File: config.mk
export PLATFORM = sky130hd
export DESIGN_NAME = wfg_wb_master
export DESIGN_NICKNAME = d
export VERILOG_FILES = /design/src/rtl/wfg_wb_master_pkg.sv /design/src/rtl/wfg_wb_master.sv
export SDC_FILE = /design/constraint.sdc
export NUM_CORES = 1
export LEC_CHECK = 0
export CAP_MARGIN = 20
export CORE_MARGIN = 2
export CORE_UTILIZATION = 50
export DETAILED_ROUTE_END_ITERATION = 12
export DONT_BUFFER_PORTS = 1
export HOLD_SLACK_MARGIN = 0.05
export PLACE_DENSITY = 0.66
export SLEW_MARGIN = 40
export SYNTH_ARGS = -nofsm -noshare
export SYNTH_HDL_FRONTEND = slang
export SYNTH_SLANG_ARGS = --single-unit
File: constraint.sdc
create_clock -name wb_clk_i -period 4.1 [get_ports wb_clk_i]
set_clock_uncertainty 0.2 [all_clocks]
set_input_delay 0.82 -clock wb_clk_i [delete_from_list [all_inputs] [get_ports wb_clk_i]]
set_output_delay 0.82 -clock wb_clk_i [all_outputs]
set_load 0.02 [all_outputs]
File: src/rtl/wfg_wb_master_pkg.sv
// Shared types and defaults for the waveform generator Wishbone initiator.
package wfg_wb_master_pkg;

  typedef enum logic [1:0] {
    IDLE = 2'd0,
    BUS  = 2'd1,
    RESP = 2'd2
  } wb_master_state_t;

  localparam int unsigned WB_TIMEOUT_DEFAULT = 16;

endpackage

File: src/rtl/wfg_wb_master.sv
// Wishbone classic single-transfer initiator: one command in, one bus cycle,
// one response out (read data or timeout error).
module wfg_wb_master
  import wfg_wb_master_pkg::*;
#(
  parameter int BUSW    = 32,
  parameter int TIMEOUT = WB_TIMEOUT_DEFAULT
) (
  input  logic              wb_clk_i,
  input  logic              wb_rst_i,
  input  logic              cmd_valid_i,
  output logic              cmd_ready_o,
  input  logic              cmd_we_i,
  input  logic [BUSW-1:0]   cmd_adr_i,
  input  logic [BUSW-1:0]   cmd_dat_i,
  input  logic [BUSW/8-1:0] cmd_sel_i,
  output logic              rsp_valid_o,
  input  logic              rsp_ready_i,
  output logic [BUSW-1:0]   rsp_dat_o,
  output logic              rsp_err_o,
  output logic              wbm_cyc_o,
  output logic              wbm_stb_o,
  output logic              wbm_we_o,
  output logic [BUSW/8-1:0] wbm_sel_o,
  output logic [BUSW-1:0]   wbm_adr_o,
  output logic [BUSW-1:0]   wbm_dat_o,
  input  logic              wbm_ack_i,
  input  logic [BUSW-1:0]   wbm_dat_i
);

  localparam int CW = $clog2(TIMEOUT);
  localparam logic [CW-1:0] CNT_LAST = CW'(TIMEOUT - 1);

  wb_master_state_t  state_q, state_d;
  logic [CW-1:0]     cnt_q, cnt_d;
  logic              cyc_q, cyc_d;
  logic              we_q, we_d;
  logic [BUSW-1:0]   adr_q, adr_d;
  logic [BUSW-1:0]   dat_q, dat_d;
  logic [BUSW/8-1:0] sel_q, sel_d;
  logic [BUSW-1:0]   rsp_dat_q, rsp_dat_d;
  logic              rsp_err_q, rsp_err_d;

  always_comb begin
    state_d   = state_q;
    cnt_d     = cnt_q;
    cyc_d     = cyc_q;
    we_d      = we_q;
    adr_d     = adr_q;
    dat_d     = dat_q;
    sel_d     = sel_q;
    rsp_dat_d = rsp_dat_q;
    rsp_err_d = rsp_err_q;
    unique case (state_q)
      IDLE: begin
        if (cmd_valid_i) begin
          we_d    = cmd_we_i;
          adr_d   = cmd_adr_i;
          dat_d   = cmd_dat_i;
          sel_d   = cmd_sel_i;
          cyc_d   = 1'b1;
          cnt_d   = '0;
          state_d = BUS;
        end
      end
      BUS: begin
        // Ack is checked first so an ack in the last allowed cycle still succeeds.
        if (wbm_ack_i) begin
          rsp_dat_d = we_q ? '0 : wbm_dat_i;
          rsp_err_d = 1'b0;
          cyc_d     = 1'b0;
          we_d      = 1'b0;
          state_d   = RESP;
        end else if (cnt_q == CNT_LAST) begin
          rsp_dat_d = '0;
          rsp_err_d = 1'b1;
          cyc_d     = 1'b0;
          we_d      = 1'b0;
          state_d   = RESP;
        end else begin
          cnt_d = cnt_q + CW'(1);
        end
      end
      RESP: begin
        if (rsp_ready_i) state_d = IDLE;
      end
      default: state_d = IDLE;
    endcase
  end

  always_ff @(posedge wb_clk_i) begin
    if (wb_rst_i) begin
      state_q   <= IDLE;
      cnt_q     <= '0;
      cyc_q     <= 1'b0;
      we_q      <= 1'b0;
      adr_q     <= '0;
      dat_q     <= '0;
      sel_q     <= '0;
      rsp_dat_q <= '0;
      rsp_err_q <= 1'b0;
    end else begin
      state_q   <= state_d;
      cnt_q     <= cnt_d;
      cyc_q     <= cyc_d;
      we_q      <= we_d;
      adr_q     <= adr_d;
      dat_q     <= dat_d;
      sel_q     <= sel_d;
      rsp_dat_q <= rsp_dat_d;
      rsp_err_q <= rsp_err_d;
    end
  end

  // Response valid comes straight from the state register, so it is registered.
  assign cmd_ready_o = (state_q == IDLE);
  assign rsp_valid_o = (state_q == RESP);
  assign rsp_dat_o   = rsp_dat_q;
  assign rsp_err_o   = rsp_err_q;
  assign wbm_cyc_o   = cyc_q;
  assign wbm_stb_o   = cyc_q;
  assign wbm_we_o    = we_q;
  assign wbm_adr_o   = adr_q;
  assign wbm_dat_o   = dat_q;
  assign wbm_sel_o   = sel_q;

endmodule

# After elaboration in Yosys (flattened, before gate mapping)
# Index checks and enable logic that the tools add are counted.
dict set report classes {
  n_reduce_logical 8
  add_sub_neg 1
  eq_ne 8
  muxes 20
}
# op n
set op_table {}
lappend op_table {{$mux 32} 3}
lappend op_table {{$mux 4} 3}
lappend op_table {{$mux 2} 4}
lappend op_table {{$pmux 4 s2} 1}
lappend op_table {{$mux 1} 6}
lappend op_table {{$ne 2x2->1 const B} 3}
lappend op_table {{$pmux 2 s3} 1}
lappend op_table {{$reduce_and 3->1} 2}
lappend op_table {{$add 4x1->4 const B} 1}
lappend op_table {{$eq 4x4->1 const B} 1}
lappend op_table {{$pmux 1 s2} 2}
lappend op_table {{$reduce_and 2->1} 2}
lappend op_table {{$reduce_and 4->1} 1}
lappend op_table {{$reduce_bool 2->1} 2}
lappend op_table {{$ne 3x3->1 const B} 1}
lappend op_table {{$eq 2x1->1 const B} 1}
lappend op_table {{$eq 2x2->1 const B} 1}
lappend op_table {{$logic_not 2->1} 1}
lappend op_table {{$ne 2x1->1 const B} 1}
dict set report word_totals {
  out_inout_bits 106
  ff_bits 109
  inputBits 106
  elab_cells 46
}

# Depth between registers and ports, before layout
# Gate-level depths: netlist of the first run.
dict set report depth {
  ltp_word 4
  depth_mapped 6
  mapped_depth_nobuf 4
}

# Worst setup path before layout of the first run
# OpenSTA, ideal clock, no wires.
dict set report synth_path {
  path_type {in2reg}
  startpoint {in cmd_valid_i}
  endpoint {reg adr_q[13] (netlist: wbm_adr_o[13])}
  setup_ps 132
  path_buffers 2
  path_stages 5
  setup_slack_ps 2053
  t_required_ps 3768
  arrival_ps 1714
  cell_sequence {or3b_2 -> buf_2 -> buf_2 -> nand2_1 -> a21oi_1}
}
dict set report synth_via {
  elab_chain_cells 1
}
# item line
set synth_lines {}
lappend synth_lines {{start, declared} wfg_wb_master.sv:11} ;# input logic cmd_valid_i,
lappend synth_lines {{$reduce_and 2->1 (no source line)} -}
lappend synth_lines {{end signal, assigned} wfg_wb_master.sv:107} ;# adr_q <= adr_d;
lappend synth_lines {{end, declared} wfg_wb_master.sv:38} ;# logic [BUSW-1:0] adr_q, adr_d;
# No other way between the ends.
# A chain may end at the register's enable or synchronous reset.

# Worst setup path in the final report of the first run
dict set report layout_path {
  startpoint {reg state_q[1]}
  endpoint {reg we_q (netlist: wbm_we_o)}
}
dict set report layout_via {
  elab_chain_cells 3
  word_cells_on_any_way 7
  classes_between {eq/ne (3); mux (1); reduce/logical (3)}
}
# item line
set layout_lines {}
lappend layout_lines {{start, declared} wfg_wb_master.sv:34} ;# wb_master_state_t state_q, state_d;
lappend layout_lines {{start signal, assigned} wfg_wb_master.sv:103} ;# state_q <= state_d;
lappend layout_lines {{$eq 2x1->1 or $logic_not 2->1 (tied branches)} wfg_wb_master.sv:54} ;# unique case (state_q)
lappend layout_lines {{$ne 3x3->1 (no source line) (tied with other cells)} -}
lappend layout_lines {{$reduce_and 3->1 (no source line)} -}
lappend layout_lines {{end signal, assigned} wfg_wb_master.sv:106} ;# we_q <= we_d;
lappend layout_lines {{end, declared} wfg_wb_master.sv:37} ;# logic we_q, we_d;
# Parallel ways exist; a longest one is shown, timed or not.

==> run metrics, run 1 <==
Final ANT Viol Nets=0; Worst Path Required=4160 ps; setup tns final=0 ps; vias in the first global route=2649; Via density=between 5 and 6; main combinational cell family by area after synthesis=compound AO/OA/AOI/OAI gates; post-synthesis compound-gate area fraction=19.7%; Post-Synth Simple-Gate Area=17.4%; Pre-antenna DRT Iters=4; share of layout cells above drive strength 1=6.91%; DIE WIDTH=90.4 um; CP max-delay cell=or3b_2; Cells on Worst Hold Path=1; H-tree depth=3; CP max stage delay=630 ps; Clock transition at path regs=110 ps; initial antenna violation count=0; area of the multi-input gates=around 1400 um^2; max-slew violation count=0; Synth Flop Type=dfxtp_1; Final Cell Area=3930 um^2; IO buf count=0; period utilization=54.2%; Vias=about 2800; pwr dens=497 nW/um^2; # rows=31; run status=finished, final reports clean; die area=8170 um^2; post-CTS sizing=0; GRT overflow=0; Worst setup EP type=flip-flop; Non-Filler Instances=504; top-count cell post-synth=nand2_1; Max Cap Viol=0; peak supply drop=between 0.2 and 0.3 mV; Post-Synthesis Cells=418; Post-synth top cells=nand2_1, dfxtp_1, a21oi_1; slew margin rel.=a little over half; Routed wire per std cell=16.9 um; Antenna Cells=0; FFs w/ async S/R, synth=0%; root buffer cell=clkbuf_8; Leak=about 1.5 nW; Fmax achieved=0.450 GHz; DP Wirelength=5.94 mm; Syn Area/Cell=8.92 um^2; multiplexer area fraction after synthesis=0%; # Post-CTS Setup Buffers=0; Reg area=2180 um^2; Initial Util=roughly 51%; Critical Path Fanout Max=41; Final Hold Vio Count=0; flops & latches, synth=109; worst-path cell chain=or3b_2 > buf_4 > nor3b_1 > a31o_2; Netlist cell types=27; main area contributors after synthesis=dfxtp_1, nand2_1, a21oi_1; leading area contributor after synthesis=dfxtp_1; Post-Synth Adder-Cell Area=0.335%; xor/xnor share of the synthesized area=0%; largest net degree at the start of global routing=80; first-pass GRT wire length=approximately 13 mm; CTS Sinks=roughly 110; post-layout util=between 50% and 60%; RSZ-0062 raised after global routing=false; Worst Hold Class=in -> reg; I/O pins=212; final setup violation count=0; Layout Nets=508; Slew @ Worst Pin=slightly below 700 ps; clock buffer count from CTS=9; Yosys warning total=0; 1st-iter DRT viols=103; Period minus WS final=2220 ps; dpl cell area=3750 um^2; crit path kind=reg -> reg; post-synthesis sequential area ratio=58.5%; CTS hold repair buffers=0; Placed Instances=between 400 and 500; Synth Net Count=between 500 and 600; gp weighted congestion=a little under 0.8; area share of the largest cell type after synthesis=58.5%; # fillers=between 600 and 700; clk buf depth=2; startpoint types=flip-flop; worst skew pair latency=350 ps; Place WS=1510 ps; worst reg-to-reg path cell count=4; CTS tree=built; WP data arrival=roughly 2300 ps; Core Box Area=7250 um^2; number of synthesized flops with an enable pin=0; Overall Global Routing Usage=between 20% and 30%; height of the die=90.4 um; Area growth syn-to-layout=5.33%; synthesized area=3730 um^2; DRT Wirelength=8.54 mm; DRC viols=0; final worst setup slack=between 1500 and 2000 ps
==> layout make-up <==
class	instances	share of cell area, %
inverter	1	0.0955
tap	99	3.15
timing repair buffer	5	0.955
sequential	109	55.5
clock buffer	10	3.25
multi-input combinational	275	35.8
clock inverter	5	1.18
==> state kept, by name, summed over array words and instances, names as in the netlist <==
signal     flops
rsp_dat_o     32
wbm_adr_o     32
wbm_dat_o     32
cnt_q          4
wbm_sel_o      4
state_q        2
rsp_err_o      1
wbm_cyc_o      1
wbm_we_o       1
==> critical path, delay by kind of cell (launching register included) <==
kind,cells,cell delay (ps)
AND/OR/NAND/NOR,2,730
AO/OA/AOI/OAI,1,220
buffers and inverters,1,500
flip-flops,1,480
==> where the power goes <==
group          switching [mW]  total [mW]  internal (mW)
sequential              0.114        1.23           1.12
clock                   0.360       0.587          0.227
combinational          0.0835       0.136         0.0520
total                   0.558        1.95           1.40
==> placed cells by master, fill, tap and decap left out, types with 2 or more instances in the layout <==
master    netlist  final
nand3_1         4      4
or3_1           2      2
a22o_1         32     32
clkinv_4        0      4
clkbuf_8        0      9
dfxtp_1       109    109
nand3b_1        2      2
a31oi_1         2      2
buf_4           1      5
a21oi_1        74     73
nand2_1       136    136
o211ai_1        4      4
a31o_2          2      2
nor3b_1         2      2
nor2_1          4      4
==> worst paths after layout <==
check / start / endpoint / slack, ps
setup / recovery: state_q[1] / wbm_we_o / 1880
hold / removal: wb_rst_i / wbm_adr_o[19] / 310
setup reg to reg: state_q[1] / wbm_we_o / 1880
hold reg to reg: cnt_q[1] / cnt_q[1] / 340
==> metrics by stage <==
stage	power [mW]	hold slack (ps)
after global routing	2.04	289
after detailed placement	1.39	314
after floorplan	1.37	296
after global placement	1.39	306
after CTS	1.98	297
final	1.95	310
==> layer usage <==
metal	part of all wire [%]	GRT usage [%]
met5	0	0
met4	1.9	8.59
met3	10	8.93
met2	47	32.6
met1	41	22.8
==> cells by family (layout without fill, tap and decap cells) <==
family                   Yosys count  after routing
adder cells (fa/ha/maj)            1              1
flip-flops                       109            109
AO/OA/AOI/OAI                    117            117
buffers and inverters             34             21
AND/OR/NAND/NOR                  157            157
Note: power is estimated with default switching activity, not from simulation.
==> run 2: changes to the inputs <==
--- a/config.mk
+++ b/config.mk
@@ -11,7 +11,7 @@
 export DETAILED_ROUTE_END_ITERATION = 12
 export DONT_BUFFER_PORTS = 1
 export HOLD_SLACK_MARGIN = 0.05
-export PLACE_DENSITY = 0.66
+export PLACE_DENSITY = 0.69
 export SLEW_MARGIN = 40
 export SYNTH_ARGS = -nofsm -noshare
 export SYNTH_HDL_FRONTEND = slang
==> constraint.sdc (replaced) <==
create_clock -name wb_clk_i -period 2 [get_ports wb_clk_i]
set_clock_uncertainty 0.2 [all_clocks]
set_input_delay 0.4 -clock wb_clk_i [delete_from_list [all_inputs] [get_ports wb_clk_i]]
set_output_delay 0.4 -clock wb_clk_i [all_outputs]
set_load 0.02 [all_outputs]
==> run 2 against run 1 <==
Effect of this change:
- the flow now finishes with violations (negative hold slack)
- first-iteration DRC count is 19% lower
- via count is 8.6% higher
- die area stayed put
- register-to-register slack worse by 1800 ps
- critical path depth is 1 higher
- final area is 12% higher
- sequential share of layout area is 5.9 points lower
==> run metrics, run 2 (synthesis gave the netlist of run 1 again) <==
run status=finished with violations; failing checks=negative hold slack; Hold Slack=-109 ps (-419 ps); Via density=5.59 (+0.45%); GRT overflow=0 (unchanged); Sw Ratio=28.4% (-0.17 points); CP top delay family=buffers and inverters; Internal Pwr Total=2.98 mW (+110%); I/O pins=212 (unchanged); DRT Wirelength=9.65 mm (+13%); Antenna Cells=0 (unchanged); DIE WIDTH=90.4 um (unchanged); H-tree depth=3 (unchanged); gp weighted congestion=0.795 (+2.9%); Critical Path Start=cnt_q[0]; clock buffer count from CTS=9 (unchanged); Worst setup EP type=flip-flop; worst skew pair latency=360 ps (about the same); DP Wirelength=5.95 mm (about the same); Clock transition at path regs=110 ps (about the same); Reg-to-Reg Start=cnt_q[0]; Initial Util=51.4% (unchanged); period utilization=96.8% (+43 points); 1st-iter DRT viols=83 (-19%); peak supply drop=0.453 mV (+57%); WP buf/inv=1 (unchanged); RSZ-0062 raised after global routing=false; startpoint types=flip-flop; dpl cell area=3830 um^2 (+1.9%); root buffer cell=clkbuf_8; slew margin rel.=70.7% (+17 points); total design power=4.16 mW (+110%); Final Cell Area=4390 um^2 (+12%); die area=8170 um^2 (unchanged); Overall Global Routing Usage=21.5% (+1.4 points); largest net degree at the start of global routing=80 (unchanged); Routed wire per std cell=17.7 um (+4.4%); critical hold path startpoint=wb_rst_i; CP max stage delay=550 ps (-80 ps); CTS hold repair buffers=34 (+34); clk buf depth=2 (unchanged); P_sw=1.18 mW (+110%); share of layout cells above drive strength 1=8.07% (+1.2 points); Vias=3048 (+8.6%); most common cell after layout, fill and taps aside=nand2_1; first-pass GRT wire length=14.4 mm (+8.0%); # fillers=617 (-9.9%); commonest cells after routing, fill and taps aside=nand2_1, dfxtp_1, a21oi_1; IO buf count=0 (unchanged); Seq pwr share=60.8% (-2.2 points); crit path kind=reg -> reg; CTS tree=built; DRC viols=0 (unchanged); Fmax achieved=0.517 GHz (+15%); pwr dens=946 nW/um^2 (+90%); WP data arrival=1990 ps (-290 ps); Layout Nets=548 (+7.9%); clock share of power=29.8% (-0.2 points); CTS Sinks=109 (unchanged); # rows=31 (unchanged); Final ANT Viol Nets=0 (unchanged); Period minus WS final=1940 ps (-287 ps); setup tns final=0 ps (unchanged); flop2flop setup slack=60 ps (-1810 ps); Slew @ Worst Pin=438 ps (-253 ps); Critical Path Fanout Max=5 (-88%); Final Hold Vio Count=74 (+74); Worst Path Required=2050 ps (-2110 ps); max-slew violation count=0 (unchanged); Core Box Area=7250 um^2 (unchanged); height of the die=90.4 um (unchanged); Max Cap Viol=0 (unchanged); Area growth syn-to-layout=17.7%; worst-path cell chain=ha_2 > a31o_2 > a22oi_1 > nor2_1 > dlygate4sd3_1; vias in the first global route=2821 (+6.5%); Leak=1.66 nW (+13%); CP max-delay cell=dlygate4sd3_1; final setup violation count=0 (unchanged); initial antenna violation count=0 (unchanged); combinational power share=9.3% (+2.4 points); Pre-antenna DRT Iters=4 (unchanged); Worst Hold Class=in -> reg
==> run 2: cell types whose count changed in the layout (fill, tap and decap cells not counted), moves of 2 or more <==
| cell | before | now |
|---|---|---|
| buf_12 | 0 | 3 |
| buf_6 | 0 | 2 |
| clkinv_4 | 4 | 1 |
| clkinvlp_4 | 0 | 2 |
| dlygate4sd3_1 | 0 | 34 |
==> run 2: final cells by class <==
type                    count  area [um^2]  area share [%]
repair buffers             45          485            11.1
clock buffers              11          141            3.22
inverters                   1         3.75          0.0855
flip-flops and latches    109         2180            49.7
clock inverters             5         43.8           0.997
well taps                  99          124            2.82
multi-input cells         275         1410            32.1
==> run 2: final timing paths <==
check                 endpoint  cells past startpoint
setup / recovery    state_q[1]                      5
hold / removal    wbm_adr_o[8]                      1
hold reg to reg       cnt_q[1]                      2
setup reg to reg    state_q[1]                      5
==> run 2: through the flow <==
| stage | util, % | setup WS [ps] | std cells |
|---|---|---|---|
| floorplan | - | 285 | 418 |
| global placement | 52.8 | 303 | 492 |
| detailed placement | 52.8 | 257 | 492 |
| CTS | 60.0 | 27.0 | 542 |
| global route | 60.5 | 13.2 | 545 |
| finish | 60.5 | 64.1 | 545 |
==> run 2: timing repair <==
action	4_1_cts	5_1_grt
setup buffers	0	1
gates resized for setup	0	3
endpoints found under the hold margin	108	74
endpoints found under the setup margin	0	2
==> run 2: power groups by stage <==
stage                     clock [mW]  combinational (mW)  sequential (mW)
after global placement             0               0.297             2.57
after detailed placement           0               0.310             2.58
after CTS                       1.27               0.365             2.53
after global routing            1.36               0.430             2.54
final                           1.24               0.387             2.53
after floorplan                    0               0.265             2.54
==> run 2: metal layers <==
layer	GRT usage (%)	routed length [um]	vias to the layer above
met5	0	0	-
met4	7.95	136	0
met3	8.51	928	12
met2	34.1	4550	156
met1	26.4	4030	1422
li1	-	-	1458
==> run 3: changes to the inputs <==
==> constraint.sdc (replaced) <==
create_clock -name wb_clk_i -period 2 [get_ports wb_clk_i]
set_clock_uncertainty 0.2 [all_clocks]
set_input_delay 0.3 -clock wb_clk_i [delete_from_list [all_inputs] [get_ports wb_clk_i]]
set_output_delay 0.3 -clock wb_clk_i [all_outputs]
set_load 0.02 [all_outputs]
==> run 3 against run 2 <==
Effect of this change:
- the run still ends with negative hold slack left
- first-iteration DRC count grew 29%
- routed wire length shrank 4.7%
- die area is the same
- sequential share of layout area grew 0.30 points
- critical endpoint unchanged
- largest cell class unchanged
- highest routed layer unchanged
==> run metrics, run 3 (synthesis gave the netlist of run 1 again) <==
Via density=5.40 (-3.5%); final setup violation count=0 (unchanged); period utilization=96.5% (-0.29 points); setup tns final=0 ps (unchanged); max-slew violation count=0 (unchanged); Vias=2937 (-3.6%); Worst Hold Class=in -> reg; Clock transition at path regs=100 ps (about the same); vias in the first global route=2923 (+3.6%); Layout Nets=547 (-0.18%); clock buffer count from CTS=9 (unchanged); Final ANT Viol Nets=0 (unchanged); commonest cells after routing, fill and taps aside=nand2_1, dfxtp_1, a21oi_1; Seq pwr share=60.7% (about the same); P_sw=1.16 mW (-2.0%); Worst Path Required=2050 ps (about the same); RSZ-0062 raised after global routing=false; worst reg-to-reg path cell count=5 (unchanged); run status=finished with violations; die area=8170 um^2 (unchanged); CTS tree=built; post-layout util=60.2% (-0.36 points); Leak=1.66 nW (about the same); # rows=31 (unchanged); DP Wirelength=5.93 mm (-0.21%); Period minus WS final=1930 ps (-5.80 ps); Hold Slack=-204 ps (-94.9 ps); clk buf depth=2 (unchanged); DRC viols=0 (unchanged); IO buf count=0 (unchanged); Reg-to-Reg Start=cnt_q[0]; Antenna Cells=0 (unchanged); clock share of power=30.5% (+0.7 points); Routed wire per std cell=16.9 um (-4.5%); startpoint types=flip-flop; gp weighted congestion=0.770 (-3.1%); Initial Util=51.4% (unchanged); Final Cell Area=4370 um^2 (-0.60%); share of layout cells above drive strength 1=7.87% (-0.21 points); I/O pins=212 (unchanged); root buffer cell=clkbuf_8; most common cell after layout, fill and taps aside=nand2_1; pwr dens=952 nW/um^2 (+0.60%); slew margin rel.=72.4% (+1.7 points); Pre-antenna DRT Iters=4 (unchanged); Sw Ratio=27.8% (-0.55 points); critical hold path startpoint=wb_rst_i; # Post-CTS Setup Buffers=0 (unchanged); failing checks=negative hold slack; CTS hold repair buffers=34 (unchanged); Critical Path Fanout Max=5 (unchanged); peak supply drop=0.564 mV (+25%); crit path kind=reg -> reg; Critical Path Start=cnt_q[0]; Internal Pwr Total=3.00 mW (+0.78%); H-tree depth=3 (unchanged); GRT overflow=0 (unchanged); WP data arrival=1980 ps (about the same); dpl cell area=3830 um^2 (about the same); Final Hold Vio Count=74 (unchanged); largest net degree at the start of global routing=80 (unchanged); combinational power share=8.9% (-0.4 points); Slew @ Worst Pin=412 ps (-26.5 ps); 1st-iter DRT viols=107 (+29%); DIE WIDTH=90.4 um (unchanged); CTS Sinks=109 (unchanged); first-pass GRT wire length=14.9 mm (+3.5%); worst skew pair latency=360 ps (about the same); Worst setup EP type=flip-flop; DRT Wirelength=9.20 mm (-4.7%); Core Box Area=7250 um^2 (unchanged); Fmax achieved=0.518 GHz (+0.30%); Overall Global Routing Usage=22.3% (+0.88 points); Area growth syn-to-layout=17.0%; Cells on Worst Hold Path=1 (unchanged); initial antenna violation count=0 (unchanged); height of the die=90.4 um (unchanged); Max Cap Viol=0 (unchanged)
[run 3: cell types whose count changed in the layout (fill, tap and decap cells not counted), sizes merged]
cell | before | now
clkbuf | 12 | 11
clkinv | 1 | 3
clkinvlp | 2 | 0
[run 3: worst paths after layout]
kind / end / slack [ps]
setup reg to reg: state_q[1] / 70
hold / removal: wbm_adr_o[23] / -200
hold reg to reg: cnt_q[1] / 340
setup / recovery: state_q[1] / 70
[run 3: power groups by stage]
stage,combinational [mW],sequential (mW),clock [mW]
2_1_floorplan,0.265,2.54,0
3_3_place_gp,0.302,2.57,0
3_5_place_dp,0.312,2.57,0
4_1_cts,0.368,2.52,1.30
5_1_grt,0.419,2.54,1.39
6_report,0.369,2.52,1.27
[run 3: final cells by class]
cell class	instances	area, um^2
fill	632	2890
inverter	1	3.75
clock buffer	11	151
timing repair buffer	44	453
clock inverter	5	42.5
multi-input combinational	275	1410
tap	99	124
sequential	109	2180
[run 3: metrics by stage]
| stage | hold slack, ps | std cells | setup WS [ps] | power, mW |
|---|---|---|---|---|
| final | -204 | 544 | 69.9 | 4.16 |
| after global routing | -229 | 544 | 1.12 | 4.34 |
| after CTS | -223 | 544 | 35.5 | 4.19 |
| after detailed placement | 175 | 494 | 251 | 2.88 |
| after global placement | 174 | 494 | 291 | 2.87 |
| after floorplan | 197 | 418 | 285 | 2.81 |
[run 3: repair_timing]
| action | in CTS | in global routing |
|---|---|---|
| endpoints found under the setup margin | 0 | 1 |
| endpoints found under the hold margin | 109 | 75 |
| resized for setup | 0 | 1 |
[run 3: critical path, cell delays in order, from the launching register on]
cell and delay, ps:
dfxtp_1 350, ha_2 220, a31o_2 290, a22oi_1 160
nor2_1 60, dlygate4sd3_1 550
[run 3: routing by layer]
metal	track usage [%]	vias to the layer above	part of all wire, %
met5	0	-	0
met4	7.44	0	1.6
met3	9.27	12	9.7
met2	38.5	142	49
met1	25.0	1328	40
li1	-	1455	-
